<file path="config.mk">
export PLATFORM = sky130hd
export DESIGN_NAME = irq_gateway
export DESIGN_NICKNAME = d
export VERILOG_FILES = /design/src/rtl/irq_gateway_pkg.sv /design/src/rtl/irq_gateway_src.sv /design/src/rtl/irq_gateway.sv
export SDC_FILE = /design/constraint.sdc
export NUM_CORES = 1
export LEC_CHECK = 0
export CAP_MARGIN = 30
export CORE_ASPECT_RATIO = 1.5
export CORE_MARGIN = 5
export CORE_UTILIZATION = 55
export DETAILED_ROUTE_END_ITERATION = 10
export PLACE_DENSITY = 0.81
export SYNTH_ARGS = -nofsm -noshare
export SYNTH_HDL_FRONTEND = slang
export SYNTH_HIERARCHICAL = 1
export SYNTH_SLANG_ARGS = --single-unit
</file>
<file path="constraint.sdc">
create_clock -name core_clk -period 4.58 [get_ports core_clk]
set_clock_uncertainty 0.1 [all_clocks]
set_input_delay 0.458 -clock core_clk [delete_from_list [all_inputs] [get_ports core_clk]]
set_output_delay 0.458 -clock core_clk [all_outputs]
set_load 0.02 [all_outputs]
</file>
<file path="src/rtl/irq_gateway_pkg.sv">
// ---------------------------------------------------------------------------
// irq_gateway_pkg
//   Shared types and helpers for the interrupt gateway.
//   - irq_state_e : per-source lifecycle (idle / pending / claimed)
//   - IRQ_ID_NONE : claim ID reported when nothing was claimable
//   - lowest_id() : index+1 of the lowest set bit of a vector, 0 if none
// ---------------------------------------------------------------------------
package irq_gateway_pkg;

    typedef enum logic [1:0] {
        IRQ_IDLE,
        IRQ_PENDING,
        IRQ_CLAIMED
    } irq_state_e;

    localparam int IRQ_ID_NONE = 0;

    // Scanning from the top down leaves the lowest set bit as the result,
    // which gives fixed priority to source 0.
    function automatic int lowest_id(input logic [31:0] vec);
        int id;
        id = IRQ_ID_NONE;
        for (int i = 31; i >= 0; i--) begin
            if (vec[i]) begin
                id = i + 1;
            end
        end
        return id;
    endfunction

endpackage

</file>
<file path="src/rtl/irq_gateway_src.sv">
// ---------------------------------------------------------------------------
// irq_gateway_src
//   One interrupt source: input synchroniser, edge detect, registered
//   trigger, IDLE/PENDING/CLAIMED state machine and the edge_seen bit that
//   remembers one rising edge arriving while the source is claimed.
//   Optional coalesced-edge counter when IRQ_GATEWAY_STATS_EN is defined.
//
// Ports
//   core_clk     in   clock
//   rst_ni       in   asynchronous active-low reset (already synchronised)
//   irq_i        in   raw asynchronous request
//   edge_mode_i  in   1 = rising-edge triggered, 0 = level triggered
//   claim_i      in   this source wins the current claim
//   complete_i   in   a complete addressed to this source
//   lost_clr_i   in   clear lost counter        (IRQ_GATEWAY_STATS_EN only)
//   lost_cnt_o   out  saturating lost counter   (IRQ_GATEWAY_STATS_EN only)
//   pending_o    out  source is PENDING
// ---------------------------------------------------------------------------
module irq_gateway_src
    import irq_gateway_pkg::*;
#(
    parameter int SYNC_STAGES = 2
) (
    input  logic       core_clk,
    input  logic       rst_ni,
    input  logic       irq_i,
    input  logic       edge_mode_i,
    input  logic       claim_i,
    input  logic       complete_i,
`ifdef IRQ_GATEWAY_STATS_EN
    input  logic       lost_clr_i,
    output logic [7:0] lost_cnt_o,
`endif
    output logic       pending_o
);

    logic [SYNC_STAGES-1:0] sync_q;
    logic                   sync_prev_q;
    logic                   trig_q;
    logic                   trig_d;
    logic                   sync;
    logic                   rise;
    irq_state_e             state_q;
    irq_state_e             state_d;
    logic                   edge_seen_q;
    logic                   edge_seen_d;

    assign sync   = sync_q[SYNC_STAGES-1];
    assign rise   = sync & ~sync_prev_q;
    // The trigger is registered once more after the synchroniser so the
    // state machine acts on a clean single-flop signal.
    assign trig_d = edge_mode_i ? rise : sync;

    // NOTE: sequential state uses non-blocking assignments so every flop
    // samples the pre-edge value of its neighbours.
    always_ff @(posedge core_clk or negedge rst_ni) begin
        if (!rst_ni) begin
            sync_q      <= '0;
            sync_prev_q <= 1'b0;
            trig_q      <= 1'b0;
            state_q     <= IRQ_IDLE;
            edge_seen_q <= 1'b0;
        end else begin
            sync_q      <= {sync_q[SYNC_STAGES-2:0], irq_i};
            sync_prev_q <= sync;
            trig_q      <= trig_d;
            state_q     <= state_d;
            edge_seen_q <= edge_seen_d;
        end
    end

    // NOTE: every output of this block gets a default first, so no path
    // leaves a signal unassigned and no latch is inferred.
    always_comb begin
        state_d     = state_q;
        edge_seen_d = edge_seen_q;
        unique case (state_q)
            IRQ_IDLE: begin
                if (trig_q) begin
                    state_d = IRQ_PENDING;
                end
            end
            IRQ_PENDING: begin
                // Further triggers while pending coalesce into this request.
                if (claim_i) begin
                    state_d = IRQ_CLAIMED;
                end
            end
            IRQ_CLAIMED: begin
                if (complete_i) begin
                    // A remembered edge, or one landing on the complete
                    // itself, is served again without passing through IDLE.
                    edge_seen_d = 1'b0;
                    if (edge_mode_i && (edge_seen_q || trig_q)) begin
                        state_d = IRQ_PENDING;
                    end else begin
                        state_d = IRQ_IDLE;
                    end
                end else if (edge_mode_i && trig_q) begin
                    edge_seen_d = 1'b1;
                end
            end
            default: begin
                state_d = IRQ_IDLE;
            end
        endcase
    end

    assign pending_o = (state_q == IRQ_PENDING);

`ifdef IRQ_GATEWAY_STATS_EN
    logic       lost;
    logic [7:0] lost_cnt_q;

    // An edge is lost when it folds into an already outstanding request.
    assign lost = edge_mode_i && trig_q &&
                  ((state_q == IRQ_PENDING) ||
                   ((state_q == IRQ_CLAIMED) && edge_seen_q));

    always_ff @(posedge core_clk or negedge rst_ni) begin
        if (!rst_ni) begin
            lost_cnt_q <= 8'd0;
        end else if (lost_clr_i) begin
            lost_cnt_q <= 8'd0;
        end else if (lost && (lost_cnt_q != 8'hFF)) begin
            lost_cnt_q <= lost_cnt_q + 8'd1;
        end
    end

    assign lost_cnt_o = lost_cnt_q;
`endif

endmodule

</file>
<file path="src/rtl/irq_gateway.sv">
// ---------------------------------------------------------------------------
// irq_gateway
//   Collects NUM_SRC asynchronous interrupt requests, turns each into a
//   pending bit (level or rising-edge) and presents one aggregated interrupt
//   to the core with a claim/complete handshake returning the winning ID.
//   Optional feature macro: IRQ_GATEWAY_STATS_EN (per-source lost-edge
//   counters with a synchronous clear).
//
// Ports
//   core_clk       in   clock, all logic on the rising edge
//   rst_ni         in   asynchronous active-low reset
//   irq_src_i      in   raw requests [NUM_SRC]
//   edge_mode_i    in   per source 1 = rising edge, 0 = level
//   enable_i       in   per-source enable mask
//   irq_o          out  registered OR of pending & enable
//   claim_req_i    in   one-cycle claim strobe
//   claim_valid_o  out  one-cycle pulse, claim_id_o valid
//   claim_id_o     out  claimed ID (index+1), 0 when nothing claimable
//   complete_i     in   one-cycle completion strobe
//   lost_clr_i     in   clear all lost counters  (IRQ_GATEWAY_STATS_EN only)
//   lost_cnt_o     out  8 bits per source        (IRQ_GATEWAY_STATS_EN only)
//   complete_id_i  in   ID being completed
// ---------------------------------------------------------------------------
module irq_gateway
    import irq_gateway_pkg::*;
#(
    parameter int NUM_SRC     = 8,
    parameter int SYNC_STAGES = 2,
    parameter int ID_W        = $clog2(NUM_SRC + 1)
) (
    input  logic                 core_clk,
    input  logic                 rst_ni,
    input  logic [NUM_SRC-1:0]   irq_src_i,
    input  logic [NUM_SRC-1:0]   edge_mode_i,
    input  logic [NUM_SRC-1:0]   enable_i,
    output logic                 irq_o,
    input  logic                 claim_req_i,
    output logic                 claim_valid_o,
    output logic [ID_W-1:0]      claim_id_o,
    input  logic                 complete_i,
`ifdef IRQ_GATEWAY_STATS_EN
    input  logic                 lost_clr_i,
    output logic [NUM_SRC*8-1:0] lost_cnt_o,
`endif
    input  logic [ID_W-1:0]      complete_id_i
);

    logic [1:0]         rst_sync_q;
    logic               rst_n;
    logic [NUM_SRC-1:0] pending;
    logic [NUM_SRC-1:0] claim_sel;
    logic [NUM_SRC-1:0] complete_sel;
    logic [31:0]        cand_vec;
    logic [ID_W-1:0]    win_id;
    logic               irq_q;
    logic               irq_d;
    logic               claim_valid_q;
    logic               claim_valid_d;
    logic [ID_W-1:0]    claim_id_q;
    logic [ID_W-1:0]    claim_id_d;

    // Reset asserts asynchronously everywhere at once but is released in
    // step with core_clk, so no flop leaves reset on a metastable edge.
    always_ff @(posedge core_clk or negedge rst_ni) begin
        if (!rst_ni) begin
            rst_sync_q <= 2'b00;
        end else begin
            rst_sync_q <= {rst_sync_q[0], 1'b1};
        end
    end

    assign rst_n = rst_sync_q[1];

    for (genvar i = 0; i < NUM_SRC; i++) begin : g_src
        irq_gateway_src #(
            .SYNC_STAGES (SYNC_STAGES)
        ) u_src (
            .core_clk    (core_clk),
            .rst_ni      (rst_n),
            .irq_i       (irq_src_i[i]),
            .edge_mode_i (edge_mode_i[i]),
            .claim_i     (claim_sel[i]),
            .complete_i  (complete_sel[i]),
`ifdef IRQ_GATEWAY_STATS_EN
            .lost_clr_i  (lost_clr_i),
            .lost_cnt_o  (lost_cnt_o[i*8 +: 8]),
`endif
            .pending_o   (pending[i])
        );
    end

    // Claim sees the state as it stands at this edge; a source being
    // completed is CLAIMED, so it can never also be the claim winner.
    always_comb begin
        cand_vec               = '0;
        cand_vec[NUM_SRC-1:0]  = pending & enable_i;
        win_id                 = ID_W'(lowest_id(cand_vec));
        claim_sel              = '0;
        complete_sel           = '0;
        for (int i = 0; i < NUM_SRC; i++) begin
            claim_sel[i]    = claim_req_i && (win_id == ID_W'(i + 1));
            complete_sel[i] = complete_i && (complete_id_i == ID_W'(i + 1));
        end
    end

    always_comb begin
        irq_d         = |(pending & enable_i);
        claim_valid_d = claim_req_i;
        claim_id_d    = claim_id_q;
        if (claim_req_i) begin
            claim_id_d = win_id;
        end
    end

    always_ff @(posedge core_clk or negedge rst_n) begin
        if (!rst_n) begin
            irq_q         <= 1'b0;
            claim_valid_q <= 1'b0;
            claim_id_q    <= ID_W'(IRQ_ID_NONE);
        end else begin
            irq_q         <= irq_d;
            claim_valid_q <= claim_valid_d;
            claim_id_q    <= claim_id_d;
        end
    end

    assign irq_o         = irq_q;
    assign claim_valid_o = claim_valid_q;
    assign claim_id_o    = claim_id_q;

endmodule

</file>
==> impl_metrics.csv, run 1 <==
group,metric,value,unit
outcome,status,"complete, no violations",
yosys,synthesis.area,0.00251,mm²
worst_setup_path,end_kind,"flip-flop",
yosys,postSynthAreaPerCell,11.5,µm²
floorplanning,dieArea,0.00605,mm²
floorplanning,initial_utilization,0.562,
route,detail-route-antenna-nets,0,
floorplanning,die-width,65.2,µm
layout,fin_area,0.00317,mm²
clocking,cts_root_buffer,"clkbuf_8",
timing,setup_viol,0,
yosys,syn_nets,250,
worst_setup_path,required,4700,ps
route,drt-initial-drc-count,105,
placement,place.gp.congestion,0.954,
route,firstDrtPassIters,5,
pwr,p_per_area,542,mW/mm²
layout,drive_above_1_share,0.129,
clocking,cts_hold_buf,0,
yosys,ys.flop_type,"dfrtp_1",
clocking,htree_levels,3,
clocking,clk-insertion-delay-late,340,ps
placement,dp_worst_setup_slack,2180,ps
yosys,synth_seq_cells,64,
worst_setup_path,critPathKind,"reg -> reg",
timing,worst_slack,2410,ps
global_route,grt_max_degree,34,
yosys,yosysSeqAreaShare,0.637,
timing,tightest_slew,618,ps
yosys,synth_area_leaders,"dfrtp_1 (64%), nand2_1 (4.0%), a31oi_1 (3.5%), o21ai_0 (3.0%), nor2b_2 (2.8%)",
global_route,gr-total-overflow,0,
yosys,synth_cell_types,32,
pwr,p_leak,1.33,nW
yosys,netlist.area_leader.share,0.637,
clocking,clkTransAtPathRegs,60,ps
floorplanning,ioPinCount,38,
timing,finalCritPeriodShare,0.474,
timing,period_needed,2170,ps
timing,final_max_slew_viol_count,0,
worst_setup_path,cp_max_fo,4,
route,post-route-drc-count,0,
yosys,syn_inst,218,
clocking,cts_inserted_buffers,9,
clocking,clock-sinks,64,
worst_setup_path,start_kind,"flip-flop",
yosys,synth_async_sr_flop_share,1.00,
layout,final_cells,319,
min_path,hp-class,"in -> async",
worst_setup_path,worstPathArrival,2290,ps
clocking,clockBufferDepth,2,
layout,fin_util,0.709,
route,finalWirelength,4830,µm
layout,area_growth,26.0,%
placement,hpwl,3390,µm
global_route,antenna_found_initial,0,
timing,hold_viol,0,
placement,place_area,0.00295,mm²
timing,slew_headroom,0.588,
timing,fin_setup_tns,0,ps
clocking,tritoncts,"yes",
timing,rsz0062_at_grt,"false",
floorplanning,die_height,92.8,µm
floorplanning,rows,30,
route,avgViaCountPerCell,5.77,
timing,hold_slack,175,ps
route,vias,1842,
pwr,power,1.72,mW
placement,io_buffers,37,
clocking,cts_setup_buffers,0,
global_route,grt_util_all_layers,0.184,
job,maxCapViolCount,0,
clocking,cts_resized,0,
yosys,synth.largest_area_cell,"dfrtp_1",
layout,final_net_count,298,
global_route,grt_pass1_wl,8270,µm
yosys,synth_edf_count,0,
global_route,grt_pass1_vias,1826,
layout,antennaDiodeCount,0,
route,avgRoutedWirePerCell,15.1,µm
placement,dpl.cell_count,303,
yosys,yosysWarnings,6,
timing,max_freq,0.461,GHz
floorplanning,core,0.00447,mm²
pwr,vdd_drop_max,272,µV
## state kept, by name, indices dropped and copies added, names as in the netlist
name and flops:
g_src.u_src/state_q 16, g_src.u_src/sync_q 16, g_src.u_src/edge_seen_q 8, g_src.u_src/sync_prev_q 8
g_src.u_src/trig_q 8, claim_id_o 4, rst_sync_q 2, claim_valid_o 1
irq_o 1
## cells in the mapped netlist (2+ instances only)
cell type,instances
dfrtp_1,64
nand2_1,27
nor2_1,18
o21ai_0,15
a31oi_1,14
inv_1,13
a21boi_0,8
nor2b_2,8
o2111ai_1,8
a22oi_1,5
o22ai_1,5
a21oi_1,4
nor2b_4,3
nor3_1,3
and2_1,2
and3_1,2
nand2b_1,2
nand4_1,2
nor4_1,2
## cell usage in the layout, fill, tap and decap left out, types with 2 or more instances in the layout
cell / count
o2111ai_1: 8
o22ai_1: 5
a31oi_1: 14
o21ai_0: 15
and3_1: 2
clkbuf_8: 13
clkdlybuf4s50_1: 37
nand2_1: 27
nand2b_1: 2
nor3_1: 3
dfrtp_1: 63
nor2b_2: 8
nand4_1: 2
nor2_1: 18
a22oi_1: 5
a21oi_1: 4
a21boi_0: 8
nor4_1: 2
nor2b_4: 3
inv_1: 13
and2_1: 2
## layer usage
layer,track usage,part of all wire,vias up
met5,0,0,-
met2,0.285,0.50,62
met3,0.0534,0.069,14
met4,0.125,0.033,0
met1,0.217,0.40,892
li1,-,-,874
## worst paths after layout
check,from,to,slack [ps],cells past startpoint
hold reg to reg,rst_sync_q[1]$_DFF_PN0_,g_src[3].u_src/state_q[1]$_DFFE_PN0P_,190,0
hold / removal,rst_ni,rst_sync_q[0]$_DFF_PN0_,180,1
min in group core_clk,g_src[1].u_src/sync_q[0]$_DFF_PN0_,g_src[1].u_src/sync_q[1]$_DFF_PN0_,250,0
max in group asynchronous,rst_sync_q[1]$_DFF_PN0_,g_src[6].u_src/state_q[0]$_DFFE_PN0P_,3350,1
setup / recovery,g_src[5].u_src/state_q[0]$_DFFE_PN0P_,g_src[5].u_src/state_q[0]$_DFFE_PN0P_,2410,8
setup reg to reg,g_src[5].u_src/state_q[0]$_DFFE_PN0P_,g_src[5].u_src/state_q[0]$_DFFE_PN0P_,2410,8
## cell type report
cell class,instances,area [µm²]
sequential,64,1600
fill,325,1300
tap,48,60.1
timing repair buffer,38,378
clock buffer,14,183
inverter,13,48.8
clock inverter,2,35.0
multi-input combinational,140,858
## worst max-delay path: stages (launching register included)
cell and delay [ps]:
dfrtp_1 410, nor2b_2 280, nand2_1 90, a32o_2 280
a311o_1 390, nor3_2 210, inv_1 70, a22oi_1 170
nand2_1 70
## cells by family after synthesis
group / after synthesis / synth area share
compound gates: 65 / 0.178
simple gates: 73 / 0.158
other cells: 1 / 0.00149
flops: 64 / 0.637
mux: 1 / 0.00448
buf+inv: 14 / 0.0209
## power by group
| part | total, mW | switching, mW | internal, mW |
|---|---|---|---|
| sequential | 0.779 | 0.101 | 0.679 |
| clock | 0.514 | 0.203 | 0.310 |
| combinational | 0.423 | 0.235 | 0.188 |
Note: power is estimated with default switching activity, not from simulation.
==> inputs of run 2 (changes only) <==
--- a/config.mk
+++ b/config.mk
@@ -8,9 +8,9 @@
 export CAP_MARGIN = 30
 export CORE_ASPECT_RATIO = 1.5
 export CORE_MARGIN = 5
-export CORE_UTILIZATION = 55
+export CORE_UTILIZATION = 53
 export DETAILED_ROUTE_END_ITERATION = 10
-export PLACE_DENSITY = 0.81
+export PLACE_DENSITY = 0.79
 export SYNTH_ARGS = -nofsm -noshare
 export SYNTH_HDL_FRONTEND = slang
 export SYNTH_HIERARCHICAL = 1
==> constraint.sdc (replaced) <==
create_clock -name core_clk -period 2.21 [get_ports core_clk]
set_clock_uncertainty 0.1 [all_clocks]
set_input_delay 0.221 -clock core_clk [delete_from_list [all_inputs] [get_ports core_clk]]
set_output_delay 0.221 -clock core_clk [all_outputs]
set_load 0.02 [all_outputs]
==> run 2 against run 1 <==
Clock power increased by 51%. Wire length decreased by 2.0%. Total power increased by 93%. Critical path type unchanged. Highest routed layer unchanged.
==> impl_metrics.csv, run 2 (synthesized netlist as in run 1, its figures left out) <==
group,metric,value,unit
route,wl_met2,2210,µm
timing,hold_slack,124,ps
route,post-route-drc-count,0,
route,detail-route-antenna-nets,0,
global_route,grt_max_degree,25,
floorplanning,dieArea,0.00625,mm²
global_route,grt_util_all_layers,0.171,
route,met3WireLength,303,µm
pwr,vdd_drop_max,670,µV
layout,drive_above_1_share,0.147,
worst_setup_path,reg2regPathDepth,8,
layout,final_net_count,303,
placement,hpwl,3580,µm
worst_setup_path,required,2360,ps
clocking,clkTransAtPathRegs,60,ps
clocking,htree_levels,3,
worst_setup_path,worstPathArrival,2240,ps
route,wl_met1,2020,µm
layout,layout_commonest_cell,"dfrtp_1",
route,firstDrtPassIters,4,
layout,reg.largest.list,"g_src.u_src/state_q (16), g_src.u_src/sync_q (16)",
timing,rsz0062_at_grt,"false",
global_route,gr-total-overflow,0,
worst_setup_path,crit_path_top_delay_cell,"a311oi_2",
layout,antennaDiodeCount,0,
timing,slew_headroom,0.658,
route,vias,1852,
timing,tightest_slew,509,ps
floorplanning,rows,30,
floorplanning,die-width,66.2,µm
floorplanning,core,0.00458,mm²
layout,final_cell_mix,"dfrtp_1 (63), clkdlybuf4s50_1 (37), nand2_1 (27), nor2_1 (17), o21ai_0 (15)",
timing,max_freq,0.480,GHz
global_route,antenna_found_initial,0,
min_path,hp-class,"reg -> async",
timing,hold_viol,0,
placement,dpl.cell_count,323,
layout,fin_util,0.693,
layout,nFillCells,355,
global_route,grt_pass1_wl,7870,µm
placement,io_buffers,37,
job,maxCapViolCount,0,
route,avgViaCountPerCell,5.50,
worst_setup_path,regToRegSetupSlack,120,ps
timing,period_needed,2090,ps
placement,place.gp.congestion,0.860,
timing,worst_slack,125,ps
clocking,clock-sinks,64,
worst_setup_path,timing.rr.end,"g_src[4].u_src/state_q[0]$_DFFE_PN0P_",
floorplanning,die_height,94.3,µm
floorplanning,initial_utilization,0.549,
worst_setup_path,cp_cell_sequence,"nor2b_4 > nand2_1 > a32o_2 > a311oi_2 > nor2_1 > nand2_1 > o21ai_0 > o21ai_0",
timing,fin_setup_tns,0,ps
clocking,clk-insertion-delay-late,330,ps
route,drt-initial-drc-count,166,
global_route,grt_pass1_vias,1809,
pwr,p_per_area,1040,mW/mm²
route,avgRoutedWirePerCell,14.1,µm
worst_setup_path,cpPeakStageDelay,470,ps
pwr,p_leak,1.32,nW
worst_setup_path,end_kind,"flip-flop",
worst_setup_path,start_kind,"flip-flop",
placement,dp_worst_setup_slack,73.2,ps
route,finalWirelength,4740,µm
route,highest_layer,"met4",
clocking,tritoncts,"yes",
timing,final_max_slew_viol_count,0,
layout,final_cells,337,
floorplanning,ioPinCount,38,
outcome,status,"complete, no violations",
clocking,clockBufferDepth,2,
worst_setup_path,r2r_start,"g_src[5].u_src/state_q[0]$_DFFE_PN0P_",
timing,finalCritPeriodShare,0.944,
clocking,cts_setup_buffers,0,
timing,setup_viol,0,
layout,area_growth,26.4,%
worst_setup_path,cp_max_fo,4,
worst_setup_path,critPathKind,"reg -> reg",
clocking,cts_inserted_buffers,9,
clocking,cts_root_buffer,"clkbuf_8",
worst_setup_path,crit_path_start,"g_src[5].u_src/state_q[0]$_DFFE_PN0P_",
==> run 2: final cells by class <==
cell class / count / area (µm²) / share of cell area
multi-input combinational: 140 / 877 / 0.276
inverter: 13 / 48.8 / 0.0154
clock buffer: 9 / 124 / 0.0390
tap: 64 / 80.1 / 0.0252
sequential: 64 / 1600 / 0.505
timing repair buffer: 43 / 418 / 0.132
clock inverter: 4 / 25.0 / 0.00788
==> run 2: layer usage <==
layer / up-vias / GRT usage
li1: 887 / -
met1: 889 / 0.205
met2: 57 / 0.255
met3: 19 / 0.0635
met4: 0 / 0.114
met5: - / 0
==> run 2: what timing repair did <==
action / CTS / global route
resized for setup: 0 / 4
setup endpoints to repair: 0 / 3
endpoints found under the hold margin: 2 / 0
hold buffers: 1 / 0
==> run 2: critical path: cells and delay by family (launching register included) <==
| kind | cells | cell delay [ps] |
|---|---|---|
| simple gates | 4 | 530 |
| flops | 1 | 420 |
| compound gates | 4 | 960 |
==> run 2: metrics by stage <==
step,total power [mW],instance area (µm²)
2_1_floorplan,2.19,2510
5_1_grt,3.52,3180
3_3_place_gp,2.47,3000
3_5_place_dp,2.51,3000
6_report,3.30,3180
4_1_cts,3.30,3160
==> run 2: how the worst max path moves through the flow <==
stage                                                  endpoint  cells after the start
after floorplan                       claim_id_o[0]$_DFFE_PN0P_                      0
after global placement    g_src[5].u_src/state_q[0]$_DFFE_PN0P_                      8
after detailed placement  g_src[5].u_src/state_q[0]$_DFFE_PN0P_                      8
after CTS                 g_src[5].u_src/state_q[0]$_DFFE_PN0P_                      8
after global routing      g_src[5].u_src/state_q[0]$_DFFE_PN0P_                      8
final                     g_src[4].u_src/state_q[0]$_DFFE_PN0P_                      8
==> run 2: where the power goes <==
group	total, mW	switching, mW	internal [mW]	leakage [nW]
clock	0.777	0.395	0.382	0.0728
combinational	0.914	0.499	0.415	0.497
sequential	1.61	0.206	1.41	0.751
